[src/rtl/pwm_bank.sv]
// Multi-channel PWM generator: one shared period counter, per-channel duty/polarity, double-buffered settings, burst mode.
// Latency: pwm_out is registered and lines up with the cycle's counter value; period_end/busy/burst_done decode registered state.
// No backpressure: load and burst_start are single-cycle strobes that are always accepted (burst_start outside IDLE is dropped).
module pwm_bank #(
    parameter int NUM_CH   = 4,
    parameter int PERIOD_W = 16,
    parameter int BURST_W  = 8
) (
    input  logic                         clk,
    input  logic                         rst,
    input  logic                         en,
    input  logic [PERIOD_W-1:0]          period,
    input  logic [NUM_CH*PERIOD_W-1:0]   duty,
    input  logic [NUM_CH-1:0]            polarity,
    input  logic                         load,
    input  logic                         burst_mode,
    input  logic [BURST_W-1:0]           burst_len,
    input  logic                         burst_start,
    output logic [NUM_CH-1:0]            pwm_out,
    output logic                         period_end,
    output logic                         busy,
    output logic                         load_pending,
    output logic                         burst_done
);

    typedef enum logic [1:0] {
        IDLE  = 2'd0,
        RUN   = 2'd1,
        BURST = 2'd2
    } state_t;

    localparam logic [PERIOD_W-1:0] P_ONE = PERIOD_W'(1);
    localparam logic [BURST_W-1:0]  B_ONE = BURST_W'(1);

    state_t                       state, state_nxt;
    logic [PERIOD_W-1:0]          cnt, cnt_nxt;
    logic [BURST_W-1:0]           bcnt, bcnt_nxt;
    logic                         zero_done, zero_done_nxt;

    // Shadow copies written by load, and the copies that actually drive the compare.
    logic [PERIOD_W-1:0]          sh_period;
    logic [NUM_CH*PERIOD_W-1:0]   sh_duty;
    logic [NUM_CH-1:0]            sh_pol;
    logic [PERIOD_W-1:0]          act_period, act_period_nxt;
    logic [NUM_CH*PERIOD_W-1:0]   act_duty, act_duty_nxt;
    logic [NUM_CH-1:0]            act_pol, act_pol_nxt;
    logic                         pend_nxt;

    logic [PERIOD_W-1:0]          last_cnt;
    logic                         in_idle;
    logic                         at_end;
    logic                         xfer_ok;
    logic [NUM_CH-1:0]            pwm_nxt;

    // Period values 0 and 1 both collapse to a single-cycle period.
    assign last_cnt = (act_period <= P_ONE) ? '0 : (act_period - P_ONE);
    assign in_idle  = (state == IDLE);
    assign at_end   = !in_idle && (cnt == last_cnt);
    assign xfer_ok  = in_idle || at_end;

    assign period_end = at_end;
    assign busy       = !in_idle;
    // Final period of a burst, or the deferred pulse for a zero-length burst request.
    assign burst_done = ((state == BURST) && at_end && (bcnt == B_ONE)) || zero_done;

    // Pick the settings that govern the next cycle: a load at a boundary goes straight
    // to active, otherwise pending shadow contents move over at the boundary.
    always_comb begin
        act_period_nxt = act_period;
        act_duty_nxt   = act_duty;
        act_pol_nxt    = act_pol;
        pend_nxt       = load_pending;
        if (load && xfer_ok) begin
            act_period_nxt = period;
            act_duty_nxt   = duty;
            act_pol_nxt    = polarity;
            pend_nxt       = 1'b0;
        end else if (load) begin
            pend_nxt       = 1'b1;
        end else if (load_pending && xfer_ok) begin
            act_period_nxt = sh_period;
            act_duty_nxt   = sh_duty;
            act_pol_nxt    = sh_pol;
            pend_nxt       = 1'b0;
        end
    end

    // Next-state, counter and burst-count decode.
    always_comb begin
        state_nxt     = state;
        cnt_nxt       = cnt;
        bcnt_nxt      = bcnt;
        zero_done_nxt = 1'b0;
        case (state)
            IDLE: begin
                cnt_nxt = '0;
                if (en) begin
                    if (!burst_mode) begin
                        state_nxt = RUN;
                    end else if (burst_start) begin
                        if (burst_len != '0) begin
                            state_nxt = BURST;
                            bcnt_nxt  = burst_len;
                        end else begin
                            zero_done_nxt = 1'b1;
                        end
                    end
                end
            end
            RUN: begin
                if (!en) begin
                    state_nxt = IDLE;
                    cnt_nxt   = '0;
                end else begin
                    cnt_nxt = at_end ? '0 : (cnt + P_ONE);
                end
            end
            BURST: begin
                if (!en) begin
                    state_nxt = IDLE;
                    cnt_nxt   = '0;
                    bcnt_nxt  = '0;
                end else if (at_end) begin
                    cnt_nxt = '0;
                    if (bcnt == B_ONE) begin
                        state_nxt = IDLE;
                        bcnt_nxt  = '0;
                    end else begin
                        bcnt_nxt = bcnt - B_ONE;
                    end
                end else begin
                    cnt_nxt = cnt + P_ONE;
                end
            end
            default: begin
                state_nxt = IDLE;
                cnt_nxt   = '0;
                bcnt_nxt  = '0;
            end
        endcase
    end

    // Per-channel compare against the counter value the next cycle will show.
    always_comb begin
        pwm_nxt = '0;
        for (int k = 0; k < NUM_CH; k++) begin
            if (state_nxt == IDLE) begin
                pwm_nxt[k] = act_pol_nxt[k];
            end else begin
                pwm_nxt[k] = (cnt_nxt < act_duty_nxt[k*PERIOD_W +: PERIOD_W]) ^ act_pol_nxt[k];
            end
        end
    end

    // State, counters and the deferred zero-length done flag.
    always_ff @(posedge clk or negedge rst) begin
        if (!rst) begin
            state     <= IDLE;
            cnt       <= '0;
            bcnt      <= '0;
            zero_done <= 1'b0;
        end else begin
            state     <= state_nxt;
            cnt       <= cnt_nxt;
            bcnt      <= bcnt_nxt;
            zero_done <= zero_done_nxt;
        end
    end

    // Shadow capture on every load strobe.
    always_ff @(posedge clk or negedge rst) begin
        if (!rst) begin
            sh_period <= '0;
            sh_duty   <= '0;
            sh_pol    <= '0;
        end else if (load) begin
            sh_period <= period;
            sh_duty   <= duty;
            sh_pol    <= polarity;
        end
    end

    // Active settings, pending flag and the registered PWM outputs.
    always_ff @(posedge clk or negedge rst) begin
        if (!rst) begin
            act_period   <= '0;
            act_duty     <= '0;
            act_pol      <= '0;
            load_pending <= 1'b0;
            pwm_out      <= '0;
        end else begin
            act_period   <= act_period_nxt;
            act_duty     <= act_duty_nxt;
            act_pol      <= act_pol_nxt;
            load_pending <= pend_nxt;
            pwm_out      <= pwm_nxt;
        end
    end

endmodule

[config.mk]
export PLATFORM = sky130hd
export DESIGN_NAME = pwm_bank
export DESIGN_NICKNAME = d
export VERILOG_FILES = /design/src/rtl/pwm_bank.sv
export SDC_FILE = /design/constraint.sdc
export NUM_CORES = 1
export LEC_CHECK = 0
export ABC_AREA = 1
export CAP_MARGIN = 20
export CORE_UTILIZATION = 31
export DETAILED_ROUTE_END_ITERATION = 12
export SLEW_MARGIN = 20
export SYNTH_ARGS = -nofsm -noshare
export SYNTH_HDL_FRONTEND = slang
export SYNTH_SLANG_ARGS = --single-unit
[constraint.sdc]
create_clock -name clk -period 8 [get_ports clk]
set_input_delay 0.8 -clock clk [delete_from_list [all_inputs] [get_ports clk]]
set_output_delay 0.8 -clock clk [all_outputs]
set_load 0.05 [all_outputs]
==> flow_summary.json, run 1 <==
{
  "setup.worst_path.end_class": "flop",
  "cts.hold.buffers_added": 0,
  "drc": 0,
  "period_minus_slack_ns": 5.10,
  "ant_nets": 0,
  "synth_warnings": 0,
  "timing.fmax_mhz": 196,
  "die_x_um": 195,
  "ff2ff_setup_slack_ns": 2.90,
  "r2r_end": "pwm_out[1]$_DFF_PN0_",
  "syn_area_um2": 11500,
  "layout-drive-gt1-share_pct": 12.7,
  "drt-total-wl_mm": 27.3,
  "clock-skew-final_ns": 0.0198,
  "critPathKind": "reg -> reg",
  "place.gp.congestion": 0.836,
  "worst-slew-pin-transition_ns": 1.10,
  "reg2reg_from": "act_period[0]$_DFFE_PN0P_",
  "crit_family": "simple AND/OR/NAND/NOR gates",
  "final_common_cell": "nand2_1",
  "clock_latency_ns": 0.45,
  "synthDistinctLibCells": 37,
  "switching_share_pct": 42.2,
  "synthArstFlopShare_pct": 100,
  "cp_data_arrival_time_ns": 5.43,
  "crit_path_frequent_cell": "nand2_1",
  "yosysTopAreaCell": "dfrtp_1",
  "worstPathRequired_ns": 8.33,
  "cts_made_buffers": 17,
  "maxCapViolations": 0,
  "seq_area_frac_synth_pct": 43.4,
  "start_kind": "flop",
  "cellLeakagePower_nw": 6.93,
  "sequentialPowerShare_pct": 34.5,
  "slowest_delay_ns": 0.75,
  "comb_power_share_pct": 44.1,
  "clk_pin_slew_ns": 0.08,
  "cts_resized": 0,
  "drt_iter0_drc": 484,
  "internal_power_mw": 2.40,
  "vias_per_cell": 4.58,
  "hold_class": "in -> async",
  "most-common-layout-cells": "415 x nand2_1, 200 x dfrtp_1, 196 x inv_1",
  "post_cts_buffers": 0,
  "cts_buffer_depth": 2,
  "synth_area_leaders": "dfrtp_1 43%, nand2_1 14%, ha_1 7.5%, o211ai_2 6.5%, inv_1 6.4%",
  "status": "finished, final reports clean",
  "pwr-share-clk_pct": 21.4,
  "synth.avg_cell_area_um2": 7.99,
  "rows": 70,
  "grt_usage_pct": 14.9,
  "die_h_um": 195,
  "nets": 1687,
  "htree_num_levels": 4,
  "ys_seq_elements": 200,
  "netSwitchingPower_mw": 1.76,
  "die-area_um2": 38000,
  "start_util_pct": 31.5,
  "synth_top_area_share_pct": 43.4,
  "root_buffer": "clkbuf_16",
  "post-route-period-util_pct": 63.8,
  "grt_overflow": 0,
  "p_per_area_nw_per_um2": 307,
  "clkSinkCount": 200,
  "grt_pass1_wl_mm": 45.3,
  "syn-num-nets": 1612,
  "io_pins": 106,
  "synth_edf_count": 0,
  "hold_viol": 0,
  "cp_slowest_cell": "nand2_4",
  "reg2reg_depth": 28,
  "antenna_cells": 0,
  "rsz0062_at_grt": "no",
  "first_pass_iters": 4,
  "syn_inst": 1445,
  "synth_ff_type": "dfrtp_1",
  "relSlewSlack_pct": 25.8,
  "peakVddDrop_mv": 0.175,
  "cp_max_fo": 74,
  "cts_tree": "built",
  "fin_total_pwr_mw": 4.16,
  "dp_hpwl_mm": 20.0,
  "io_buffers": 105,
  "syn2layout_area_growth_pct": 17.4,
  "grt_max_degree": 93,
  "grt_pass1_vias": 8966,
  "crit_buf_inv": 4,
  "wl_per_cell_um": 13.6,
  "drv_slew": 0,
  "via_count": 9172,
  "finalSetupTns_ns": 0,
  "core-area_um2": 36600,
  "setup_viol": 0,
  "antenna_found_initial": 0
}
[power groups by stage]
stage               registers, mW  logic [mW]  clock network [mW]
floorplan                    1.46        1.41                   0
global placement             1.45        1.81                   0
detailed placement           1.45        1.85                   0
CTS                          1.44        1.86               0.919
global route                 1.47        2.12               0.959
finish                       1.43        1.83               0.891
[logic make-up after synthesis]
logic type	count (synthesis)	synth area share (%)
simple gates	590	21.4
xor+xnor	11	0.835
fa+ha+maj	69	7.48
buf+inv	314	11.0
compound gates	261	15.9
flops	200	43.4
[synthesized netlist by cell type, drive strengths merged (2+ instances only)]
cell	number
ha	69
nor2	70
nand2	422
o21ai	158
a31oi	7
a21oi	23
buf	30
a211oi	6
nor4	4
o211ai	62
o221ai	2
nand3	60
xor2	10
nor3b	2
inv	257
clkbuf	27
dfrtp	200
nand4	17
nor3	11
nand3b	3
[area by class of cell]
type,instances,area (µm²)
fill,3787,23100
multi-input combinational,931,5280
inverter,257,967
clock inverter,14,171
clock buffer,18,429
timing repair buffer,113,1120
sequential,200,5000
tap,468,586
[state kept, by name (all words and copies together) (netlist names), 2 cells and up]
name        flops
cnt            16
act_duty       64
act_period     16
pwm_out         4
sh_pol          4
bcnt            8
state           2
sh_duty        64
act_pol         4
sh_period      16
[stage by stage]
stage | worst slack (ns) | cells | utilization (%) | hold WS [ns] | cell area [µm²]
floorplan | 4.25 | 1445 | - | 0.438 | 11500
global placement | 2.98 | 1969 | 35.4 | 0.454 | 12900
detailed placement | 2.88 | 1969 | 35.4 | 0.456 | 12900
CTS | 2.87 | 2001 | 37.0 | 0.358 | 13500
global route | 2.22 | 2001 | 37.0 | 0.381 | 13600
finish | 2.90 | 2001 | 37.0 | 0.347 | 13600
[how the worst max path moves through the flow]
stage	cells after the start	from	to	slack [ns]
after floorplan	15	act_period[0]$_DFFE_PN0P_	burst_done	4.25
after global placement	28	act_period[0]$_DFFE_PN0P_	pwm_out[1]$_DFF_PN0_	2.98
after detailed placement	28	act_period[0]$_DFFE_PN0P_	pwm_out[1]$_DFF_PN0_	2.88
after CTS	28	act_period[0]$_DFFE_PN0P_	pwm_out[1]$_DFF_PN0_	2.87
after global routing	31	act_period[0]$_DFFE_PN0P_	pwm_out[2]$_DFF_PN0_	2.22
final	28	act_period[0]$_DFFE_PN0P_	pwm_out[1]$_DFF_PN0_	2.90
[worst register-to-register path: cells and delay by family (launching register included)]
| kind | cells | cell delay, ns |
|---|---|---|
| adder cells (fa/ha/maj) | 2 | 0.52 |
| AO/OA/AOI/OAI | 6 | 0.75 |
| buffers and inverters | 4 | 0.97 |
| flip-flops | 1 | 0.38 |
| AND/OR/NAND/NOR | 16 | 2.40 |
[layer usage]
layer	vias up	part of all wire, %	GRT usage (%)
met5	-	0	0
met4	0	1.2	3.70
met3	17	3.0	2.39
met2	135	47	24.2
met1	4271	49	20.6
li1	4749	-	-
Power figures use the tool's default switching activity.
==> inputs of run 2 (changes only) <==
==> constraint.sdc (replaced) <==
create_clock -name clk -period 4.3 [get_ports clk]
set_input_delay 0.43 -clock clk [delete_from_list [all_inputs] [get_ports clk]]
set_output_delay 0.43 -clock clk [all_outputs]
set_load 0.05 [all_outputs]
==> run 2 against run 1 <==
Clock-buffer cell count fell by 1; worst hold slack got worse by 0.28 ns; critical endpoint is now burst_done; via count increased by 1.5%; worst setup slack lost 2.5 ns; sequential power grew 87%; cell count is 1.3% higher; first-iteration DRC count decreased by 0.83%; final area up 2.3%.
==> flow_summary.json, run 2 (synthesis results as in run 1) <==
{
  "maxCapViolations": 0,
  "die_h_um": 195,
  "antenna_found_initial": 0,
  "ant_nets": 0,
  "setup_viol": 0,
  "grt_overflow": 0,
  "whs_ns": 0.0686,
  "drt-total-wl_mm": 28.4,
  "peakVddDrop_mv": 0.318,
  "reg2reg_from": "act_period[1]$_DFFE_PN0P_",
  "syn2layout_area_growth_pct": 20.2,
  "drt_iter0_drc": 480,
  "wl_per_cell_um": 14.0,
  "place.gp.congestion": 0.865,
  "io_pins": 106,
  "reg2reg_depth": 30,
  "first_pass_iters": 5,
  "crit_path_frequent_cell": "nand2_1",
  "status": "finished, final reports clean",
  "postPlaceCellArea_um2": 13200,
  "cp_slowest_cell": "clkdlybuf4s50_1",
  "die_x_um": 195,
  "drv_slew": 0,
  "htree_num_levels": 4,
  "clock-skew-final_ns": 0.0151,
  "clock_latency_ns": 0.46,
  "path_cells": "inv_1 -> ha_1 -> buf_4 -> nand2_2 -> nor2_4 -> nand2_1 -> nand2_1 -> nand3_1 -> nand2_1 -> nand2_1 -> inv_1 -> nand2_1 -> nor2_2 -> nand4_1 -> buf_4 -> inv_1 -> nand2_1 -> o21bai_1 -> clkdlybuf4s50_1",
  "clk_pin_slew_ns": 0.07,
  "cts_tree": "built",
  "cellLeakagePower_nw": 7.10,
  "period_minus_slack_ns": 3.95,
  "hold_class": "in -> async",
  "root_buffer": "clkbuf_16",
  "setup_ws_ns": 0.350,
  "relSlewSlack_pct": 39.9,
  "rows": 70,
  "most-common-layout-cells": "415 x nand2_1, 200 x dfrtp_1, 196 x inv_1",
  "die-area_um2": 38000,
  "dp_hpwl_mm": 21.1,
  "clkSinkCount": 200,
  "start_util_pct": 31.5,
  "vias_per_cell": 4.59,
  "critPathKind": "reg -> out",
  "layout-drive-gt1-share_pct": 14.5,
  "via_count": 9314,
  "final_common_cell": "nand2_1",
  "grt_usage_pct": 15.6,
  "cts_made_buffers": 17,
  "reg_top3": "act_duty (64), sh_duty (64)",
  "antenna_cells": 0,
  "cts_buffer_depth": 2,
  "start_kind": "flop",
  "worstPathRequired_ns": 3.87,
  "design_area_um2": 13900,
  "seqCellArea_um2": 5000,
  "core-area_um2": 36600,
  "grt_pass1_vias": 9196,
  "r2r_end": "pwm_out[1]$_DFF_PN0_",
  "timing.fmax_mhz": 253,
  "grt_max_degree": 105,
  "slowest_delay_ns": 0.81,
  "fill_cells": 3744,
  "dp_cells": 1996,
  "worst-slew-pin-transition_ns": 0.902,
  "p_per_area_nw_per_um2": 573,
  "hold_viol": 0,
  "drc": 0,
  "nets": 1714,
  "pre_cts_slack_ns": 0.200,
  "instances_no_fill": 2028,
  "grt_pass1_wl_mm": 47.1,
  "post-route-period-util_pct": 91.9,
  "cp_data_arrival_time_ns": 3.52,
  "multi_input_area_um2": 5320,
  "setup.worst_path.end_class": "output port",
  "cp_max_fo": 5,
  "ff2ff_setup_slack_ns": 0.37,
  "io_buffers": 105
}
[run 2: where the power goes]
part / leakage, nW / internal (mW) / switching, mW
logic: 4.34 / 1.33 / 2.28
registers: 2.47 / 2.41 / 0.264
clock network: 0.293 / 0.837 / 0.829
total: 7.10 / 4.57 / 3.37
[run 2: worst max path at each step]
stage / to / depth (start not counted) / slack [ns] / from
4_1_cts: pwm_out[1]$_DFF_PN0_ / 27 / 0.18 / act_period[0]$_DFFE_PN0P_
3_3_place_gp: pwm_out[2]$_DFF_PN0_ / 28 / 0.28 / act_period[1]$_DFFE_PN0P_
5_1_grt: pwm_out[0]$_DFF_PN0_ / 25 / -0.01 / act_period[1]$_DFFE_PN0P_
3_5_place_dp: pwm_out[1]$_DFF_PN0_ / 27 / 0.20 / act_period[1]$_DFFE_PN0P_
2_1_floorplan: pwm_out[2]$_DFF_PN0_ / 32 / 0.67 / act_period[0]$_DFFE_PN0P_
6_report: burst_done / 19 / 0.35 / act_period[1]$_DFFE_PN0P_
[run 2: per-layer routing]
layer	up-vias	GRT usage [%]	share of wire, %
met3	19	2.45	3.0
met4	0	3.97	1.2
met2	146	26.2	48
li1	4798	-	-
met1	4351	20.8	48
met5	-	0	0
[run 2: area by class of cell]
cell class | instances | area share, %
Sequential cell | 200 | 36.1
Timing Repair Buffer | 140 | 10.0
Clock buffer | 17 | 3.07
Inverter | 257 | 6.97
Tap cell | 468 | 4.22
Clock inverter | 15 | 1.25
Multi-Input combinational cell | 931 | 38.4
[run 2: worst max-delay path: cells and delay by family (launching register included)]
kind	cells	cell delay, ns
AND/OR/NAND/NOR	11	1.02
AO/OA/AOI/OAI	1	0.12
buffers and inverters	6	1.35
adder cells (fa/ha/maj)	1	0.18
flip-flops	1	0.39
[run 2: stage by stage]
| step | util, % | total power, mW | setup TNS, ns |
|---|---|---|---|
| 2_1_floorplan | - | 5.34 | 0 |
| 3_3_place_gp | 36.1 | 6.20 | 0 |
| 3_5_place_dp | 36.1 | 6.29 | 0 |
| 4_1_cts | 37.8 | 7.99 | 0 |
| 5_1_grt | 37.9 | 8.65 | -0.0280 |
| 6_report | 37.9 | 7.94 | 0 |
[run 2: what timing repair did]
action | in CTS | in global routing
setup endpoints to repair | 0 | 5
setup buffers | 0 | 0
hold buffers | 0 | 0
gates resized for setup | 0 | 9
==> inputs of run 3 (changes only) <==
--- a/config.mk
+++ b/config.mk
@@ -9,6 +9,7 @@
 export CAP_MARGIN = 20
 export CORE_UTILIZATION = 31
 export DETAILED_ROUTE_END_ITERATION = 12
+export MAX_ROUTING_LAYER = met4
 export SLEW_MARGIN = 20
 export SYNTH_ARGS = -nofsm -noshare
 export SYNTH_HDL_FRONTEND = slang
==> run 3 against run 2 <==
The flow now finishes with violations (hold timing); critical path depth down 4; largest power group unchanged; core utilization grew 0.22 points; critical path type unchanged; clock power is 5% lower; power down 0.33%; die area stayed put; worst hold slack got worse by 0.082 ns; worst setup slack worse by 0.066 ns; final area is 0.58% higher; global-route usage up 0.39 points.
==> flow_summary.json, run 3 (synthesis results as in run 1) <==
{
  "status": "finished, violations left",
  "violations": "hold timing",
  "root_buffer": "clkbuf_16",
  "start_util_pct": 31.5,
  "vias_per_cell": 4.58,
  "nets": 1724,
  "final_common_cell": "nand2_1",
  "place.gp.congestion": 0.883,
  "die_x_um": 195,
  "setup_ws_ns": 0.284,
  "postPlaceCellArea_um2": 13200,
  "pwr-share-clk_pct": 19.9,
  "worstPathRequired_ns": 3.87,
  "finalSetupTns_ns": 0,
  "rsz0062_at_grt": "no",
  "antenna_cells": 0,
  "netSwitchingPower_mw": 3.38,
  "whs_ns": -0.0133,
  "peakVddDrop_mv": 0.316,
  "design_area_um2": 13900,
  "relSlewSlack_pct": 45.3,
  "cellLeakagePower_nw": 7.15,
  "routedLengthMet1_mm": 13.9,
  "core-area_um2": 36600,
  "setup_viol": 0,
  "drt_iter0_drc": 344,
  "drt-total-wl_mm": 28.8,
  "maxCapViolations": 0,
  "cp_data_arrival_time_ns": 3.59,
  "crit_cells": 15,
  "reg_top3": "act_duty (64), sh_duty (64)",
  "syn2layout_area_growth_pct": 20.9,
  "die_h_um": 195,
  "grt_overflow": 0,
  "rows": 70,
  "grt_usage_pct": 16.0,
  "htree_num_levels": 4,
  "first_pass_iters": 5,
  "switching_share_pct": 42.6,
  "io_pins": 106,
  "critPathKind": "reg -> out",
  "dr_wl_met2_mm": 13.4,
  "drc": 0,
  "p_per_area_nw_per_um2": 567,
  "cts_buffer_depth": 2,
  "io_buffers": 105,
  "crit_family": "buffers and inverters",
  "dr_wl_met3_mm": 1.09,
  "slowest_delay_ns": 0.82,
  "post-route-period-util_pct": 93.4,
  "crit_buf_inv": 5,
  "cts_made_buffers": 17,
  "die-area_um2": 38000,
  "clkSinkCount": 200,
  "grt_pass1_vias": 9193,
  "via_count": 9335,
  "top_layer": "met4",
  "ant_nets": 0,
  "sequentialPowerShare_pct": 33.6,
  "layout-drive-gt1-share_pct": 15.2,
  "period_minus_slack_ns": 4.02,
  "path_cells": "inv_1 -> ha_1 -> buf_4 -> nand2_2 -> o21ai_0 -> nand4_1 -> nand2_1 -> nand3_1 -> nor2_1 -> nand4_1 -> buf_4 -> inv_1 -> nand2_1 -> o21bai_1 -> clkdlybuf4s50_1",
  "grt_max_degree": 93,
  "grt_pass1_wl_mm": 47.0,
  "dp_hpwl_mm": 21.0,
  "internal_power_mw": 4.54,
  "cts_tree": "built",
  "hold_class": "in -> async",
  "worst-slew-pin-transition_ns": 0.821,
  "hold_viol": 5,
  "antenna_found_initial": 0,
  "clk_pin_slew_ns": 0.07,
  "drv_slew": 0,
  "cp_max_fo": 5,
  "most-common-layout-cells": "415 x nand2_1, 200 x dfrtp_1, 196 x inv_1",
  "reg2reg_depth": 26,
  "comb_power_share_pct": 46.4,
  "ff2ff_setup_slack_ns": 0.38,
  "start_kind": "flop",
  "cp_slowest_cell": "clkdlybuf4s50_1",
  "setup.worst_path.end_class": "output port",
  "pre_cts_slack_ns": 0.119,
  "clock_latency_ns": 0.45,
  "timing.fmax_mhz": 249,
  "clock-skew-final_ns": 0.0128,
  "wl_per_cell_um": 14.1
}
## run 3: cell types whose count changed in the layout (fill, tap and decap cells not counted), moves of 2 or more
cell	delta
nor3_1	-3
buf_4	+6
inv_8	-2
clkinv_2	+2
inv_6	+2
o21ai_1	+2
nor3_2	+3
## run 3: routing by layer
metal  vias up  track usage, %
met4         0            4.23
met1      4308            21.1
met3        26            2.79
met2       162            25.2
li1       4839               -
met5         -               -
## run 3: power by group through the flow
stage	clock network, mW	logic (mW)	registers, mW
2_1_floorplan	0	2.63	2.71
4_1_cts	1.62	3.63	2.67
6_report	1.58	3.68	2.66
3_5_place_dp	0	3.60	2.70
3_3_place_gp	0	3.52	2.69
5_1_grt	1.69	4.21	2.72
## run 3: final cells by class
| cell class | count | area (µm²) |
|---|---|---|
| Clock buffer | 17 | 425 |
| Tap cell | 468 | 586 |
| Clock inverter | 15 | 131 |
| Multi-Input combinational cell | 933 | 5350 |
| Fill cell | 3799 | 22700 |
| Sequential cell | 200 | 5000 |
| Timing Repair Buffer | 148 | 1480 |
| Inverter | 257 | 967 |
## run 3: repair_timing
action / CTS / global route
hold buffers: 0 / 0
buffers inserted: 0 / 8
setup endpoints to repair: 0 / 6
gates resized for setup: 0 / 16
## run 3: worst reg2reg max path, stage by stage, from the launching register on
cell and delay, ns:
dfrtp_1 0.39, inv_1 0.10, ha_1 0.20, buf_4 0.15
nand2_2 0.10, o21ai_0 0.35, nand3_1 0.12, nand2_1 0.07
nand2_1 0.04, nand3_1 0.08, nor2_1 0.07, nand3_2 0.12
nand2_8 0.11, nand2_8 0.17, buf_4 0.36, o211ai_2 0.14
o21ai_1 0.21, inv_2 0.05, ha_1 0.31, nand2_1 0.08
nor2_1 0.04, a211oi_1 0.20, nand2_1 0.14, nand2_1 0.09
nand2_1 0.05, nand2_1 0.05, nand2_1 0.05
## run 3: worst paths after layout
check	start	endpoint
max	act_period[1]$_DFFE_PN0P_	burst_done
min	rst	sh_period[1]$_DFFE_PN0P_
max reg2reg	act_period[1]$_DFFE_PN0P_	pwm_out[0]$_DFF_PN0_
min reg2reg	sh_period[8]$_DFFE_PN0P_	sh_period[8]$_DFFE_PN0P_
max in group asynchronous	rst	cnt[8]$_DFF_PN0_
min in group clk	sh_period[8]$_DFFE_PN0P_	sh_period[8]$_DFFE_PN0P_
## run 3: metrics by stage
step                      utilization [%]  cells  total power [mW]
after detailed placement             36.1   1995              6.30
after CTS                            37.6   2027              7.91
after global placement               36.1   1995              6.21
after global routing                 38.1   2038              8.62
after floorplan                         -   1445              5.34
final                                38.1   2038              7.92
